<file path="config.mk">
export PLATFORM = sky130hd
export DESIGN_NAME = lc3_mem_arbiter
export DESIGN_NICKNAME = d
export VERILOG_FILES = /design/src/rtl/lc3_mem_pkg.sv /design/src/rtl/lc3_rr_arbiter2.sv /design/src/rtl/lc3_mem_arbiter.sv
export SDC_FILE = /design/constraint.sdc
export NUM_CORES = 1
export LEC_CHECK = 0
export BUFFER_PORTS_ARGS = -buffer_cell sky130_fd_sc_hd__buf_2
export CORE_ASPECT_RATIO = 1.4
export CORE_UTILIZATION = 40
export CTS_CLUSTER_DIAMETER = 100
export CTS_CLUSTER_SIZE = 8
export DETAILED_ROUTE_END_ITERATION = 16
export PLACE_DENSITY = 0.75
export SLEW_MARGIN = 20
export SYNTH_ARGS = -nofsm -noshare
export SYNTH_HDL_FRONTEND = slang
export SYNTH_HIERARCHICAL = 1
export SYNTH_SLANG_ARGS = --single-unit
</file>
<file path="constraint.sdc">
create_clock -name clk -period 4.58 [get_ports clk]
set_input_delay 0.229 -clock clk [delete_from_list [all_inputs] [get_ports clk]]
set_output_delay 0.229 -clock clk [all_outputs]
set_load 0.01 [all_outputs]
</file>
<file path="src/rtl/lc3_mem_pkg.sv">
// Shared types and constants for the LC-3 main-memory arbiter slice.
// States, requester IDs and default widths/timeouts live here so top and arbiter agree.
package lc3_mem_pkg;

  typedef enum logic [1:0] {
    IDLE   = 2'd0,
    ACCESS = 2'd1,
    RESP   = 2'd2
  } state_t;

  localparam logic REQ_CPU = 1'b0;
  localparam logic REQ_DMA = 1'b1;

  localparam int DEFAULT_TIMEOUT = 16;
  localparam int LC3_ADDR_W      = 16;
  localparam int LC3_DATA_W      = 16;

endpackage

</file>
<file path="src/rtl/lc3_rr_arbiter2.sv">
// Two-requester round-robin pick: on a tie the requester not served last wins.
module lc3_rr_arbiter2
  import lc3_mem_pkg::*;
(
  input  logic cpu_req,
  input  logic dma_req,
  input  logic last_grant,
  output logic any_req,
  output logic grant
);

  always_comb begin
    any_req = cpu_req | dma_req;
    grant   = REQ_CPU;
    if (cpu_req && dma_req)
      grant = (last_grant == REQ_CPU) ? REQ_DMA : REQ_CPU;
    else if (dma_req)
      grant = REQ_DMA;
  end

endmodule

</file>
<file path="src/rtl/lc3_mem_arbiter.sv">
// Shares the single-port LC-3 main memory between the CPU and a DMA/loader port,
// running one complete access at a time with a timeout watchdog.
module lc3_mem_arbiter
  import lc3_mem_pkg::*;
#(
  parameter int TIMEOUT = DEFAULT_TIMEOUT,
  parameter int ADDR_W  = LC3_ADDR_W,
  parameter int DATA_W  = LC3_DATA_W
) (
  input  logic              clk,
  input  logic              reset,
  input  logic              cpu_req,
  input  logic              cpu_we,
  input  logic [ADDR_W-1:0] cpu_addr,
  input  logic [DATA_W-1:0] cpu_wdata,
  output logic [DATA_W-1:0] cpu_rdata,
  output logic              cpu_ready,
  output logic              cpu_err,
  input  logic              dma_req,
  input  logic              dma_we,
  input  logic [ADDR_W-1:0] dma_addr,
  input  logic [DATA_W-1:0] dma_wdata,
  output logic [DATA_W-1:0] dma_rdata,
  output logic              dma_ready,
  output logic              dma_err,
  output logic              mem_en,
  output logic              mem_rw,
  output logic [ADDR_W-1:0] mem_addr,
  output logic [DATA_W-1:0] mem_wdata,
  input  logic [DATA_W-1:0] mem_rdata,
  input  logic              mem_r
);

  localparam logic [7:0] TO_LIMIT = 8'(TIMEOUT);

  state_t            state;
  logic [7:0]        cnt;
  logic              grant;
  logic              last_grant;
  logic              lat_we;
  logic [ADDR_W-1:0] lat_addr;
  logic [DATA_W-1:0] lat_wdata;
  logic              any_req;
  logic              pick;

  lc3_rr_arbiter2 u_arb (
    .cpu_req    (cpu_req),
    .dma_req    (dma_req),
    .last_grant (last_grant),
    .any_req    (any_req),
    .grant      (pick)
  );

  // Memory side depends only on state and latched request, never on live requester inputs.
  assign mem_en    = (state == ACCESS);
  assign mem_rw    = mem_en & lat_we;
  assign mem_addr  = lat_addr;
  assign mem_wdata = lat_wdata;

  always_ff @(posedge clk) begin
    if (reset) begin
      state      <= IDLE;
      cnt        <= '0;
      grant      <= REQ_CPU;
      last_grant <= REQ_DMA;
      lat_we     <= 1'b0;
      lat_addr   <= '0;
      lat_wdata  <= '0;
      cpu_rdata  <= '0;
      cpu_ready  <= 1'b0;
      cpu_err    <= 1'b0;
      dma_rdata  <= '0;
      dma_ready  <= 1'b0;
      dma_err    <= 1'b0;
    end else begin
      cpu_ready <= 1'b0;
      cpu_err   <= 1'b0;
      dma_ready <= 1'b0;
      dma_err   <= 1'b0;
      case (state)
        IDLE: begin
          if (any_req) begin
            grant     <= pick;
            lat_we    <= (pick == REQ_DMA) ? dma_we    : cpu_we;
            lat_addr  <= (pick == REQ_DMA) ? dma_addr  : cpu_addr;
            lat_wdata <= (pick == REQ_DMA) ? dma_wdata : cpu_wdata;
            cnt       <= '0;
            state     <= ACCESS;
          end
        end
        ACCESS: begin
          cnt <= cnt + 8'd1;
          // R may be left over from before this access, so it only counts from the second cycle.
          if (cnt != 8'd0 && mem_r) begin
            if (grant == REQ_DMA) begin
              dma_ready <= 1'b1;
              if (!lat_we) dma_rdata <= mem_rdata;
            end else begin
              cpu_ready <= 1'b1;
              if (!lat_we) cpu_rdata <= mem_rdata;
            end
            state <= RESP;
          end else if (cnt + 8'd1 == TO_LIMIT) begin
            if (grant == REQ_DMA) begin
              dma_ready <= 1'b1;
              dma_err   <= 1'b1;
            end else begin
              cpu_ready <= 1'b1;
              cpu_err   <= 1'b1;
            end
            state <= RESP;
          end
        end
        RESP: begin
          last_grant <= grant;
          state      <= IDLE;
        end
        default: state <= IDLE;
      endcase
    end
  end

endmodule

</file>
-- Word-level counts from Yosys, hierarchy flattened
Index checks and enable logic that the tools add are counted.
- bits in registers: 81
- bits in latches: 0
- bits in writable memories: 0
- memory bits (read-only): 0
- bits of input ports: 87
- output and inout bits: 70
- logic and storage cells: 54
- memories: 0
- add/subtract/negate cells: 1
- multipliers: 0
- divide/modulo/power cells: 0
- $lt $le $gt $ge: 0
- equality and inequality tests: 5
- shift-type cells: 0
- muxes and demuxes: 18
- bitwise logic cells: 5
- reductions and logical operators: 12
- operator list (cell ; number):
    16-bit two-way mux ; 2
    8-bit case mux with 2 select lines ; 1
    1-bit two-way mux ; 10
    8-bit by 1-bit adder with 8-bit output (second input constant) ; 1
    8-bit by 5-bit == test with 1-bit output (second input constant) ; 1
    8-bit two-way mux ; 1
    4-bit AND reduction ; 2
    8-bit nonzero test ; 1
    2-bit two-way mux ; 3
    2-bit AND reduction ; 3
    2-bit case mux with 2 select lines ; 1
    3-bit by 1-bit inequality test with 1-bit output (second input constant) ; 1
    1-bit inverter ; 3
    3-bit OR reduction ; 1
    2-bit by 1-bit == test with 1-bit output (second input constant) ; 1
    2-bit == test (second input constant) ; 1
    1-bit logical AND ; 2
    2-bit logical NOT ; 1
    2-bit inequality test (second input constant) ; 1
    2-bit nonzero test ; 1
    2-bit OR reduction ; 1
    1-bit AND ; 1
    1-bit bitwise OR ; 1

-- Depth between registers and ports, before layout
Gate-level depths: netlist of the first run.
- depth in word-level cells: 5
- mapped depth: 8
- gate-level depth less buffers: 6

-- By module
The synthesis of the first run kept the hierarchy.
- modules (own cells, without submodules) (module ; instances ; cells each ; area an instance (µm²) ; sequential area each (µm²)):
    lc3_mem_arbiter ; 1 ; 361 ; 3565.9 ; 1621.6
    lc3_rr_arbiter2 ; 1 ; 2 ; 13.8 ; 0.0

-- Least setup slack after synthesis of the first run
Ideal clock, no wire load.
- path type: reg-to-reg
- start: register cnt[0]
- end: register cpu_ready
- setup time: 0.088 ns
- data arrival time: 1.721 ns
- required time: 4.492 ns
- setup slack: 2.771 ns
- cell stages (with the launch flop): 7
- buffers on the path: 0
- clock period less this slack: 1.809 ns
- cell sequence: dfxtp_1 -> ha_1 -> a21o_1 -> a311oi_2 -> nor3_1 -> o41a_1 -> nor4_2
- cells in the longest elaborated chain, start to end: 4
- ends and longest elaborated chain (what ; line ; source):
    from (decl) ; lc3_mem_arbiter.sv:37 ; logic [7:0] cnt;
    from (signal assigned) ; lc3_mem_arbiter.sv:92 ; cnt <= cnt + 8'd1;
    8-bit by 1-bit adder with 8-bit output ; lc3_mem_arbiter.sv:103 ; end else if (cnt + 8'd1 == TO_LIMIT) begin
    8-bit by 5-bit == test with 1-bit output ; lc3_mem_arbiter.sv:103 ;
    1-bit two-way mux ; lc3_mem_arbiter.sv:103 ;
    1-bit two-way mux (*) ; lc3_mem_arbiter.sv:94 ; if (cnt != 8'd0 && mem_r) begin
    to (signal assigned) ; lc3_mem_arbiter.sv:76 ; cpu_ready <= 1'b0;
    to (signal assigned) ; lc3_mem_arbiter.sv:99 ; cpu_ready <= 1'b1;
    to (signal assigned) ; lc3_mem_arbiter.sv:108 ; cpu_ready <= 1'b1;
    to (decl) ; lc3_mem_arbiter.sv:17 ; output logic cpu_ready,
Every way passes the cells marked *; elsewhere a longest branch is shown, timed or not.
A chain may end at the register's enable or synchronous reset.

-- Worst setup path in the final report of the first run
- start: register cnt[0]
- end: register cpu_rdata[6]
- cells in the longest elaborated chain, start to end: 3
- ends and longest elaborated chain (what ; line ; source):
    8-bit nonzero test ; lc3_mem_arbiter.sv:94 ;
    1-bit logical AND ; lc3_mem_arbiter.sv:94 ;
    4-bit AND reduction (no line) ; - ;
    to (signal assigned) ; lc3_mem_arbiter.sv:100 ; if (!lat_we) cpu_rdata <= mem_rdata;
    to (decl) ; lc3_mem_arbiter.sv:16 ; output logic [DATA_W-1:0] cpu_rdata,
Every way passes these cells.

==> results, run 1 <==
- The clock tree synthesis step divided the H-tree into 3 levels.
- The share of layout cells above drive strength 1 is 37.3%.
- The first routing iteration left 133 violations.
- In the synthesized netlist, the number of instances is 363.
- The startpoint of the lowest-slack hold path is mem_rdata[15].
- Max-cap violations in this run came to 0.
- The vias per cell is 4.95.
- The post-cts gate resize count is 0.
- The cell sitting at the root of the clock tree is a clkbuf_16.
- The filler cell count in the final layout is slightly below 800.
- The total of warnings raised by yosys is 6.
- The die area is 9340 sq um.
- Yosys mapped the design onto 45 distinct sky130hd cell types.
- Synthesis inferred 81 register bits.
- The total negative setup slack is 0 ns.
- The category of the worst setup path capture point is a flip-flop.
- Setup violations remaining at the end of the flow were counted as 0.
- The commonest register cell after synthesis is dfxtp_1.
- The placeable core region is 8610 sq um.
- The routed wire length per instance is 13.2 microns.
- The final total power is 1.87 mW.
- The net total in the final layout is just under 600.
- Counting both buffers and inverters, the worst setup path holds a total of 1.
- The detailed-route via count is 3041.
- The largest driver fanout on the critical path is 16.
- In this run the deepest clock path goes through 2 buffers.
- For this design, the slowest cell found on the critical path is and3b_1.
- The aggregate global-route resource usage is 18.7%.
- Buffers inserted during clock tree synthesis total 9.
- The path type of the worst min-delay path is in2reg.
- In this run the register-to-register setup slack is 2.27 ns.
- The horizontal die dimension is around 82 microns.
- The number of clock sinks is 81.
- The global route total overflow is 0.
- When the netlist entered floorplanning its net count stood at approximately 450.
- The total routed wirelength is 8.10 mm.
- The portion of the post-synthesis area used by sequential elements is a little under half.
- The area growth from synthesis to final layout is 29.8%.
- The most common cell after layout, fill and taps aside is buf_2.
- In this run, synthesis inferred 0 flip-flops with an integrated enable.
- Summing all multi-input logic gate instances after layout gives 1720 sq um.
- The beginning of the worst register-to-register path is cnt[0].
- The endpoint identified for the worst register-to-register timing path is cpu_rdata[6].
- The initial core utilization is 41.6%.
- The critical path data arrival time is around 2.5 ns.
- The minimum period implied by the final worst setup slack is 2.31 ns.
- STA classifies the critical path startpoint as a flip-flop.
- The proportion of synthesized flip-flops having asynchronous set or reset is 0%.
- Post-CTS timing repair inserted 0 buffers for setup.
- The initial antenna violation count is 0.
- For the pin with the worst max-slew slack, the measured transition is ~0.96 ns.
- The floorplan step set the die height to 114 microns.
- Entering global routing, the biggest net connects 79 pins.
- The post-cts hold buffer count is 0.
- The number of global-route vias before repair is 2969.
- For the worst setup path, the data required time is 4.77 ns.
- The analysis attributes to cell leakage a power of roughly 2.2 nW.
- The library cells used most frequently in the layout, excluding fill and tap cells, are buf_2 (156), nor2_1 (82), dfxtp_1 (81).
- Across the VDD grid, the largest voltage drop is 0.000363 V.
- The kind of cell with the highest combined delay on the critical path is simple AND/OR/NAND/NOR gates.
- The critical path goes through inv_1 > ha_1 > a41oi_2 > and3b_1 > mux2i_1 > nor2_1.
- Row generation in the floorplan step produced 40 rows.
- In the final layout, flip-flops and latches occupy 1620 sq um.
- The flow ran to the end, and the final reports show no timing, DRC or antenna violations.
- The worst hold path depth is 3.
- The residual antenna-violating net count after detailed routing is 0.
- After detailed routing, the number of remaining DRC violations is 0.
- The TritonCTS clock tree is yes.
- The number of pins exceeding their max-slew limit in the final report came to 0.
- After synthesis the cells add up to 3580 sq um.
- The mean area per synthesized cell is 9.86 sq um.
- The first global-routing pass estimated 13.4 mm of wire.
- During I/O placement, the number of pins put on the boundary was approximately 160.
- The count of buffers from port buffering is 156.
- The relative slew slack is 35.8%.
- Of the available clock period, the critical path in the final layout requires 50.3%.
- Once detailed placement completed, the half-perimeter wirelength came to 6.02 mm.
- Setup repair after global routing left no endpoint under its margin.
- The critical path class is reg2reg.
- 0 antenna diodes ended up in the layout.
- The logic depth of the worst register-to-register path is 6.
- Power spread over the standard cell area amounts to 401 nW/um^2.
- The insertion delay to the later sink of the worst-skew pair is 0.33 ns.
- At the end of routability-driven placement, the weighted congestion stood at 0.817.
- The count of TritonRoute iterations in the first routing pass is 4.
- The hold violation total from the final report is 0.
- The final standard cell utilization of the core is 54.0%.
- After clock tree synthesis, the clock-pin slew on the worst setup and hold paths is around 0.060 ns.
- The stage delay of the slowest cell on the critical path is 0.84 ns.
- The clock arrives with ~0.0054 ns of skew.
- The end point of the most critical hold path is cpu_rdata[15].
- Derived from the worst setup path, the maximum achievable clock frequency is 0.434 GHz.
registers in the layout, summed over array words and instances (netlist names), 2 cells and up:
register and count:
dma_rdata 16, mem_addr 16, cpu_rdata 16, state 2, mem_wdata 16, cnt 8
worst reg2reg max path, stage by stage, from the launching register on:
cell	delay, ns
dfxtp_1	0.50
inv_1	0.08
ha_1	0.22
a41oi_2	0.18
and3b_1	0.84
mux2i_1	0.29
nor2_1	0.05
layout make-up:
type	instances	area share [%]
multi-input combinational	244	37.1
sequential	81	34.9
timing repair buffer	160	17.5
clock buffer	10	5.14
tap	105	2.83
clock inverter	6	1.94
inverter	8	0.646
metal layers:
metal / track usage, % / share of wire (%) / wire length, microns / vias to the layer above
met1: 20.5 / 40 / 3230 / 1384
li1: - / - / - / 1556
met4: 7.95 / 1.8 / 149 / 0
met5: 0 / 0 / 0 / -
met2: 33.0 / 53 / 4320 / 91
met3: 4.88 / 4.9 / 397 / 10
worst max-delay path by stage:
stage,startpoint,endpoint,slack [ns],depth (start not counted)
finish,cnt[0],cpu_rdata[6],2.27,6
global route,cnt[0],cpu_rdata[7],2.06,6
CTS,cnt[0],cpu_rdata[6],2.25,6
detailed placement,cnt[0],cpu_rdata[7],2.28,6
global placement,cnt[0],cpu_rdata[13],2.41,6
floorplan,cnt[0],cpu_ready,2.77,6
kinds of logic (layout without fill, tap and decap cells):
logic type | count (synthesis) | in the layout | synth area share (%)
and+or+nand+nor | 113 | 113 | 14.5
muxes | 69 | 69 | 19.4
xor gates and xnor gates | 2 | 2 | 0.489
adders and majority gates | 3 | 3 | 1.05
DFF | 81 | 81 | 45.3
buffers and inverters | 38 | 184 | 7.03
AOI/OAI and AO/OA | 57 | 57 | 12.3
Yosys cell counts, drive strengths merged, types with 2 or more instances:
cell type,count,area share [%]
inv,8,0.84
xor2,2,0.49
a21oi,3,0.42
nand2,7,0.73
mux2i,67,19
nand2b,2,0.56
nor2,82,8.6
nor3b,2,0.56
a22oi,5,1.0
o21a,3,0.63
mux2,2,0.63
clkbuf,13,2.3
dfxtp,81,45
a31oi,2,0.52
buf,16,3.4
nor4,4,0.87
a211oi,33,6.9
a21o,3,0.63
o21ai,2,0.28
nor3,7,1.3
nand3,4,0.70
ha,3,1.0
through the flow:
| stage | hold slack [ns] | worst slack (ns) | instances | cell area (sq um) |
|---|---|---|---|---|
| 4_1_cts | 0.143 | 2.25 | 614 | 4650 |
| 3_3_place_gp | 0.468 | 2.41 | 598 | 4320 |
| 3_5_place_dp | 0.483 | 2.28 | 598 | 4320 |
| 2_1_floorplan | 0.373 | 2.77 | 363 | 3580 |
| 5_1_grt | 0.151 | 2.06 | 614 | 4650 |
| 6_report | 0.150 | 2.27 | 614 | 4650 |
where the power goes:
part	leakage [nW]	switching (mW)	internal, mW
Combinational	1.42	0.163	0.129
Sequential	0.662	0.0358	0.759
Clock	0.159	0.285	0.494
(Power assumes the default switching activity.)
==> run 2: changes to the inputs <==
- clock period: 4.58 -> 2.3 ns (I/O delays scaled with it)
==> run 2 against run 1 <==
Effect of this change: first-iteration DRC count down 1.5%; clock power up 99%; setup slack worse by 2.0 ns; largest cell class unchanged; largest power group unchanged.
==> results, run 2 (same netlist as run 1, synthesis figures left out) <==
- The flow ran to the end, and the final reports show no timing, DRC or antenna violations.
- The required time of the critical path came to 2.56 ns (-2.21 ns).
- The DRC violation count after routing is 0 (unchanged).
- The placeable core region came to 8610 sq um (unchanged).
- For hold timing, the worst endpoint is cpu_rdata[1].
- The share of layout cells above drive strength 1 is 37.9% (+0.61 points).
- The critical path goes through ha_1 > nand3_1 > nor2_1 > a31oi_2 > nor4_1 > nor3b_2.
- The part of the power in registers is 42.6% (about the same).
- The maximum count of clock buffers along a single path came to 2 (unchanged).
- The internal power component was 2.75 mW (+99%).
- The category of the worst setup path capture point is a flip-flop.
- The number of core rows is 40 (unchanged).
- The minimum period implied by the final worst setup slack came to 2.05 ns (-0.256 ns).
- The critical path data arrival time is 2.31 ns (-0.19 ns).
- The total negative setup slack is 0 ns (unchanged).
- The area growth from synthesis to layout is 30.8%.
- The global route total overflow is 0 (unchanged).
- The beginning of the worst register-to-register path is cnt[0].
- The total cell area at the placement stage is 4350 sq um (+0.87%).
- The final standard cell utilization of the core was 54.4% (+0.42 points).
- The master cell of the clock root buffer is clkbuf_16.
- The clock slew at the register clock pins of the worst setup and hold paths came to 0.06 ns (about the same).
- The clock network power share is 41.6% (-0.2 points).
- The TritonCTS buffer count is 9 (unchanged).
- The residual antenna-violating net count after detailed routing is 0 (unchanged).
- The hold violation total from the final report is 0 (unchanged).
- The net switching fraction of the power is 26.0% (+0.045 points).
- The startpoint of the lowest-slack hold path is mem_rdata[1].
- The number of global-route vias before repair came to 2949 (-0.67%).
- The static leakage power is 2.27 nW (+0.91%).
- The maximum resistive drop on vdd is 0.000449 V (+24%).
- The kind of cell with the highest combined delay on the critical path is simple AND/OR/NAND/NOR gates.
- Leaving out fill and tap cells, the most frequent cells in the layout are buf_2 (156), nor2_1 (82), dfxtp_1 (81).
- The post-layout instance area is 4680 sq um (+0.78%).
- The logic depth of the worst register-to-register path is 6 (unchanged).
- The vias per cell was 4.97 (+0.33%).
- The number of pins exceeding their max-slew limit in the final report is 0 (unchanged).
- The post-cts hold buffer count came to 0 (unchanged).
- The portion of total power attributed to combinational logic is 15.8% (about the same).
- The stage delay of the slowest cell on the critical path is 0.49 ns (-0.35 ns).
- The TritonCTS clock tree is yes.
- The estimated wirelength of the detail-placed design is 6.04 mm (+0.25%).
- The worst hold path depth is 3 (unchanged).
- The total buffers and inverters traversed by the critical path is 0 (-1).
- The relative slew slack is 55.7% (+20 points).
- The most common cell after layout, fill and taps aside is buf_2.
- The worst-path cell with the longest stage delay is dfxtp_1.
- The count of buffers from port buffering was 156 (unchanged).
- The global-route wire length before repair is 13.2 mm (-1.4%).
- The die area is 9340 sq um (unchanged).
- The aggregate global-route resource usage is 18.7% (-0.033 points).
- The smallest hold slack is 0.0282 ns (-0.122 ns).
- The count of TritonRoute iterations in the first routing pass was 4 (unchanged).
- The final setup violation count is 0 (unchanged).
- The detailed-route via count is 3076 (+1.2%).
- The number of max-cap violations was 0 (unchanged).
- The I/O pin total is 157 (unchanged).
- The total number of H-tree levels is 3 (unchanged).
- The ratio of total power to cell area was 794 nW/um^2 (+98%).
- The largest net degree at the start of global routing is 41 (-48%).
- The final period utilization is 89.1% (+39 points).
- The initial antenna violation count came to 0 (unchanged).
- The worst setup path is launched from a flip-flop.
- The actual transition at the worst max-transition pin is 0.664 ns (-0.298 ns).
- The insertion delay to the later sink of the worst-skew pair is 0.34 ns (about the same).
- The count of antenna diodes in the layout is 0 (unchanged).
- The total routed wirelength is 8.18 mm (+0.90%).
- The buffers inserted during post-CTS setup optimization is 0 (unchanged).
- The net total in the final layout was 599 (+0.84%).
- The post-cts gate resize count is 0 (unchanged).
- The achievable frequency is 0.488 GHz (+12%).
- The routed wire length per instance is 13.2 microns (about the same).
- The worst clock skew on the final layout is 0.00661 ns (+0.00118 ns).
- The vertical die dimension is 114 microns (unchanged).
- The number of clock sinks is 81 (unchanged).
- The switching component of the power is 0.965 mW (+100%).
- The capture point of the worst reg-to-reg path is cpu_err.
- The final weighted congestion of routability-driven global placement came to 0.835 (+2.2%).
- The horizontal die dimension came to 82.0 microns (unchanged).
- The count of placed standard cells in the final layout, fillers left out was 619 (+0.81%).
- The cell total after placement came to 603 (+0.84%).
- The initial core utilization came to 41.6% (unchanged).
- The worst hold path belongs to the class in2reg.
- The largest driver fanout on the critical path is 9 (-7).
- The iteration-0 DRC count of the detailed router is 131 (-1.5%).
- The worst setup path is of the reg2reg kind.
- The register-to-register setup slack is 0.25 ns (-2.02 ns).
- Setup repair after global routing left no endpoint under its margin.
-- run 2: cell count changes in the layout (fill, tap and decap cells not counted) --
| cell | before | now |
|---|---|---|
| clkinv_4 | 1 | 0 |
| buf_4 | 4 | 9 |
| clkinvlp_4 | 1 | 2 |
-- run 2: how the worst max path moves through the flow --
stage | cells past startpoint | start | endpoint | slack [ns]
after floorplan | 6 | cnt[0] | cpu_ready | 0.49
after global placement | 6 | cnt[0] | dma_err | 0.38
after detailed placement | 6 | cnt[0] | cpu_err | 0.32
after CTS | 6 | cnt[0] | cpu_err | 0.25
after global routing | 6 | cnt[0] | dma_err | 0.09
final | 6 | cnt[0] | cpu_err | 0.25
-- run 2: worst min-delay path: stages --
cell and delay, ns:
buf_2 0.09, mux2i_1 0.06, nor2_1 0.07
-- run 2: through the flow --
stage | power, mW | setup slack, ns
finish | 3.72 | 0.250
global route | 3.90 | 0.0901
CTS | 3.76 | 0.255
detailed placement | 2.20 | 0.323
global placement | 2.19 | 0.382
floorplan | 1.98 | 0.491
-- run 2: cell type report --
class / instances / area (sq um)
clock inverters: 6 / 88.8
multi-input cells: 244 / 1720
well taps: 105 / 131
clock buffers: 10 / 239
fillers: 783 / 3930
flip-flops and latches: 81 / 1620
inverters: 8 / 30.0
repair buffers: 165 / 848
-- run 2: routing by layer --
| metal | GRT usage [%] | wire length [microns] |
|---|---|---|
| met4 | 12.6 | 262 |
| met5 | 0 | 0 |
| met2 | 31.3 | 4250 |
| met3 | 3.04 | 314 |
| met1 | 21.0 | 3350 |
-- run 2: power by group through the flow --
| stage | clock (mW) | combinational [mW] | sequential [mW] |
|---|---|---|---|
| CTS | 1.58 | 0.594 | 1.58 |
| floorplan | 0 | 0.340 | 1.64 |
| detailed placement | 0 | 0.593 | 1.61 |
| global placement | 0 | 0.579 | 1.61 |
| finish | 1.55 | 0.587 | 1.58 |
| global route | 1.65 | 0.657 | 1.60 |
==> run 3: changes to the inputs <==
- clock period: 2.3 -> 2.4 ns (I/O delays scaled with it)
==> run 3 against run 2 <==
Effect of this change: global-route usage grew 0.099 points; clock skew grew 0.0011 ns; maximum frequency grew 1.6%; highest routed layer unchanged; wire length grew 0.64%; via count grew 0.46%; sequential power shrank 4%; flip-flop and latch count is the same; combinational power shrank 4.3%; largest power group unchanged; non-clock buffer count shrank 3; core utilization shrank 0.70 points; register-to-register slack gained 0.13 ns; die area is the same.
==> results, run 3 (same netlist as run 1, synthesis figures left out) <==
- TritonCTS built the clock tree.
- The largest net degree at the start of global routing is 38 (-7.3%).
- The capture point of the worst reg-to-reg path is dma_err.
- The die area is 9340 sq um (unchanged).
- The initial core utilization came to 41.6% (unchanged).
- The critical path class is reg2reg.
- Among the stages of the critical path, the cell type that occurs most often is nor3_1.
- The stage delay of the slowest cell on the critical path was 0.49 ns (about the same).
- The relative slew slack is 52.7% (-3.0 points).
- The path class of the tightest hold or removal check is in2reg.
- The placeable core region is 8610 sq um (unchanged).
- The worst clock skew on the final layout is 0.00774 ns (+0.00113 ns).
- The total number of H-tree levels is 3 (unchanged).
- The ratio of total power to cell area is 733 nW/um^2 (-7.6%).
- The number of clock sinks was 81 (unchanged).
- The signal on the critical path passes through ha_1 > nand3_1 > nor3_1 > nor3_1 > nor4_1 > and4_1.
- The logic depth of the worst register-to-register path came to 6 (unchanged).
- The clock slew at the register clock pins of the worst setup and hold paths is 0.07 ns (about the same).
- The buffers inserted during post-CTS setup optimization is 0 (unchanged).
- The largest driver fanout on the critical path is 9 (unchanged).
- The number of core rows is 40 (unchanged).
- The filler cell count in the final layout is 814 (+4.0%).
- The DRC violation count after routing is 0 (unchanged).
- The count of buffers from port buffering was 156 (unchanged).
- The most common cell after layout, fill and taps aside is buf_2.
- The count of TritonRoute iterations in the first routing pass is 4 (unchanged).
- The aggregate global-route resource usage is 18.8% (+0.099 points).
- The register-to-register setup slack is 0.38 ns (+0.13 ns).
- The detailed-route via count is 3090 (+0.46%).
- The routed metal-1 wire length is 3.32 mm (-0.87%).
- The flow ran to the end, and the final reports show no timing, DRC or antenna violations.
- The I/O pin total is 157 (unchanged).
- The initial antenna violation count came to 0 (unchanged).
- The number of max-cap violations is 0 (unchanged).
- The maximum count of clock buffers along a single path is 2 (unchanged).
- The beginning of the worst register-to-register path is cnt[0].
- The hold violation total from the final report came to 0 (unchanged).
- The tree is rooted in a clkbuf_16.
- The post-cts hold buffer count is 0 (unchanged).
- The global route total overflow is 0 (unchanged).
- The static leakage power came to 2.23 nW (-1.6%).
- The routed wire length per instance is 13.4 microns (+1.1%).
- Leaving out fill and tap cells, the most frequent cells in the layout are buf_2 (156), nor2_1 (82), dfxtp_1 (81).
- The end point of the critical path is dma_err.
- The final total power was 3.39 mW (-8.8%).
- Setup repair after global routing left no endpoint under its margin.
- The critical path data arrival time came to 2.29 ns (-0.02 ns).
- STA classifies the critical path endpoint as a flip-flop.
- The total buffers and inverters traversed by the critical path is 0 (unchanged).
- The worst setup path is launched from a flip-flop.
- The horizontal die dimension is 82.0 microns (unchanged).
- The net total in the final layout is 596 (-0.50%).
- The highest layer touched by signal routing is met4.
- The count of antenna diodes in the layout is 0 (unchanged).
- The kind of cell with the highest combined delay on the critical path is simple AND/OR/NAND/NOR gates.
- The iteration-0 DRC count of the detailed router is 193 (+47%).
- The required time of the critical path came to 2.67 ns (+0.11 ns).
- The actual transition at the worst max-transition pin is 0.710 ns (+0.0456 ns).
- The number of pins exceeding their max-slew limit in the final report is 0 (unchanged).
- The depth of the critical timing path with buffers and inverters included is 6 (unchanged).
- From synthesis to final layout, the design area changed by 29.1%.
- The achievable frequency was 0.496 GHz (+1.6%).
- The maximum resistive drop on vdd is 0.000465 V (+3.4%).
- The TritonCTS buffer count is 9 (unchanged).
- The final period utilization was 84.0% (-5.1 points).
- The post-cts gate resize count was 0 (unchanged).
- The total routed wirelength came to 8.23 mm (+0.64%).
- The final setup violation count is 0 (unchanged).
- The estimated wirelength of the detail-placed design is 6.08 mm (+0.74%).
- The minimum period implied by the final worst setup slack is 2.02 ns (-0.0332 ns).
- The global-route wire length before repair is 13.5 mm (+2.4%).
- The vertical die dimension is 114 microns (unchanged).
- The insertion delay to the later sink of the worst-skew pair is 0.33 ns (about the same).
- The total length of routed met2 wires is 4.30 mm (+1.0%).
- Tracing the worst setup path back leads to its startpoint at cnt[0].
- The vias per cell was 5.02 (+0.94%).
- The residual antenna-violating net count after detailed routing is 0 (unchanged).
- The routed length on met3 is 383 microns (+22%).
- The number of global-route vias before repair was 3051 (+3.5%).
- The worst-path cell with the longest stage delay is dfxtp_1.
- The final weighted congestion of routability-driven global placement is 0.858 (+2.8%).
- The share of layout cells above drive strength 1 is 37.6% (-0.36 points).
- The total negative setup slack was 0 ns (unchanged).
run 3: cell count changes in the layout (fill, tap and decap cells not counted):
cell,before,now
buf_4,9,6
bufinv_16,2,0
clkinv_2,1,0
clkinv_4,0,1
clkinvlp_4,2,3
inv_8,0,1
run 3: routing by layer:
metal  vias up  GRT usage, %
li1       1564             -
met1      1402          20.8
met2       104          32.7
met3        20          4.48
met4         0          8.77
met5         -             0
run 3: report_power, final:
group | internal [mW] | switching (mW) | leakage, nW
registers | 1.45 | 0.0707 | 0.662
clock network | 0.741 | 0.569 | 0.133
logic | 0.248 | 0.314 | 1.43
total | 2.44 | 0.954 | 2.23
run 3: worst min-delay path by stage:
stage | from | endpoint | slack [ns] | depth (start not counted)
floorplan | mem_rdata[0] | dma_rdata[0] | 0.26 | 2
global placement | mem_rdata[12] | dma_rdata[12] | 0.36 | 3
detailed placement | mem_rdata[4] | dma_rdata[4] | 0.38 | 3
CTS | mem_rdata[12] | dma_rdata[12] | 0.02 | 3
global route | mem_rdata[12] | cpu_rdata[12] | 0.03 | 3
finish | mem_rdata[12] | dma_rdata[12] | 0.03 | 3
run 3: worst min-delay path, delay by kind of cell:
| kind | cells | cell delay, ns |
|---|---|---|
| buf+inv | 1 | 0.09 |
| simple gates | 1 | 0.07 |
| mux | 1 | 0.06 |
run 3: cell type report:
class                      instances  area (sq um)  area share, %
tap                              105           131           2.84
timing repair buffer             162           826           17.9
inverter                           8          30.0          0.650
clock inverter                     6          51.3           1.11
multi-input combinational        244          1720           37.3
clock buffer                      10           239           5.17
sequential                        81          1620           35.1
run 3: stage by stage:
step                      instance area, sq um  hold WS [ns]  utilization (%)  worst slack [ns]  instances
final                                     4620        0.0331             53.7             0.383        616
after global routing                      4620        0.0315             53.7            0.0637        616
after CTS                                 4620        0.0237             53.7             0.385        616
after detailed placement                  4330         0.378             50.3             0.413        600
after global placement                    4330         0.363             50.3             0.490        600
after floorplan                           3580         0.264                -             0.591        363
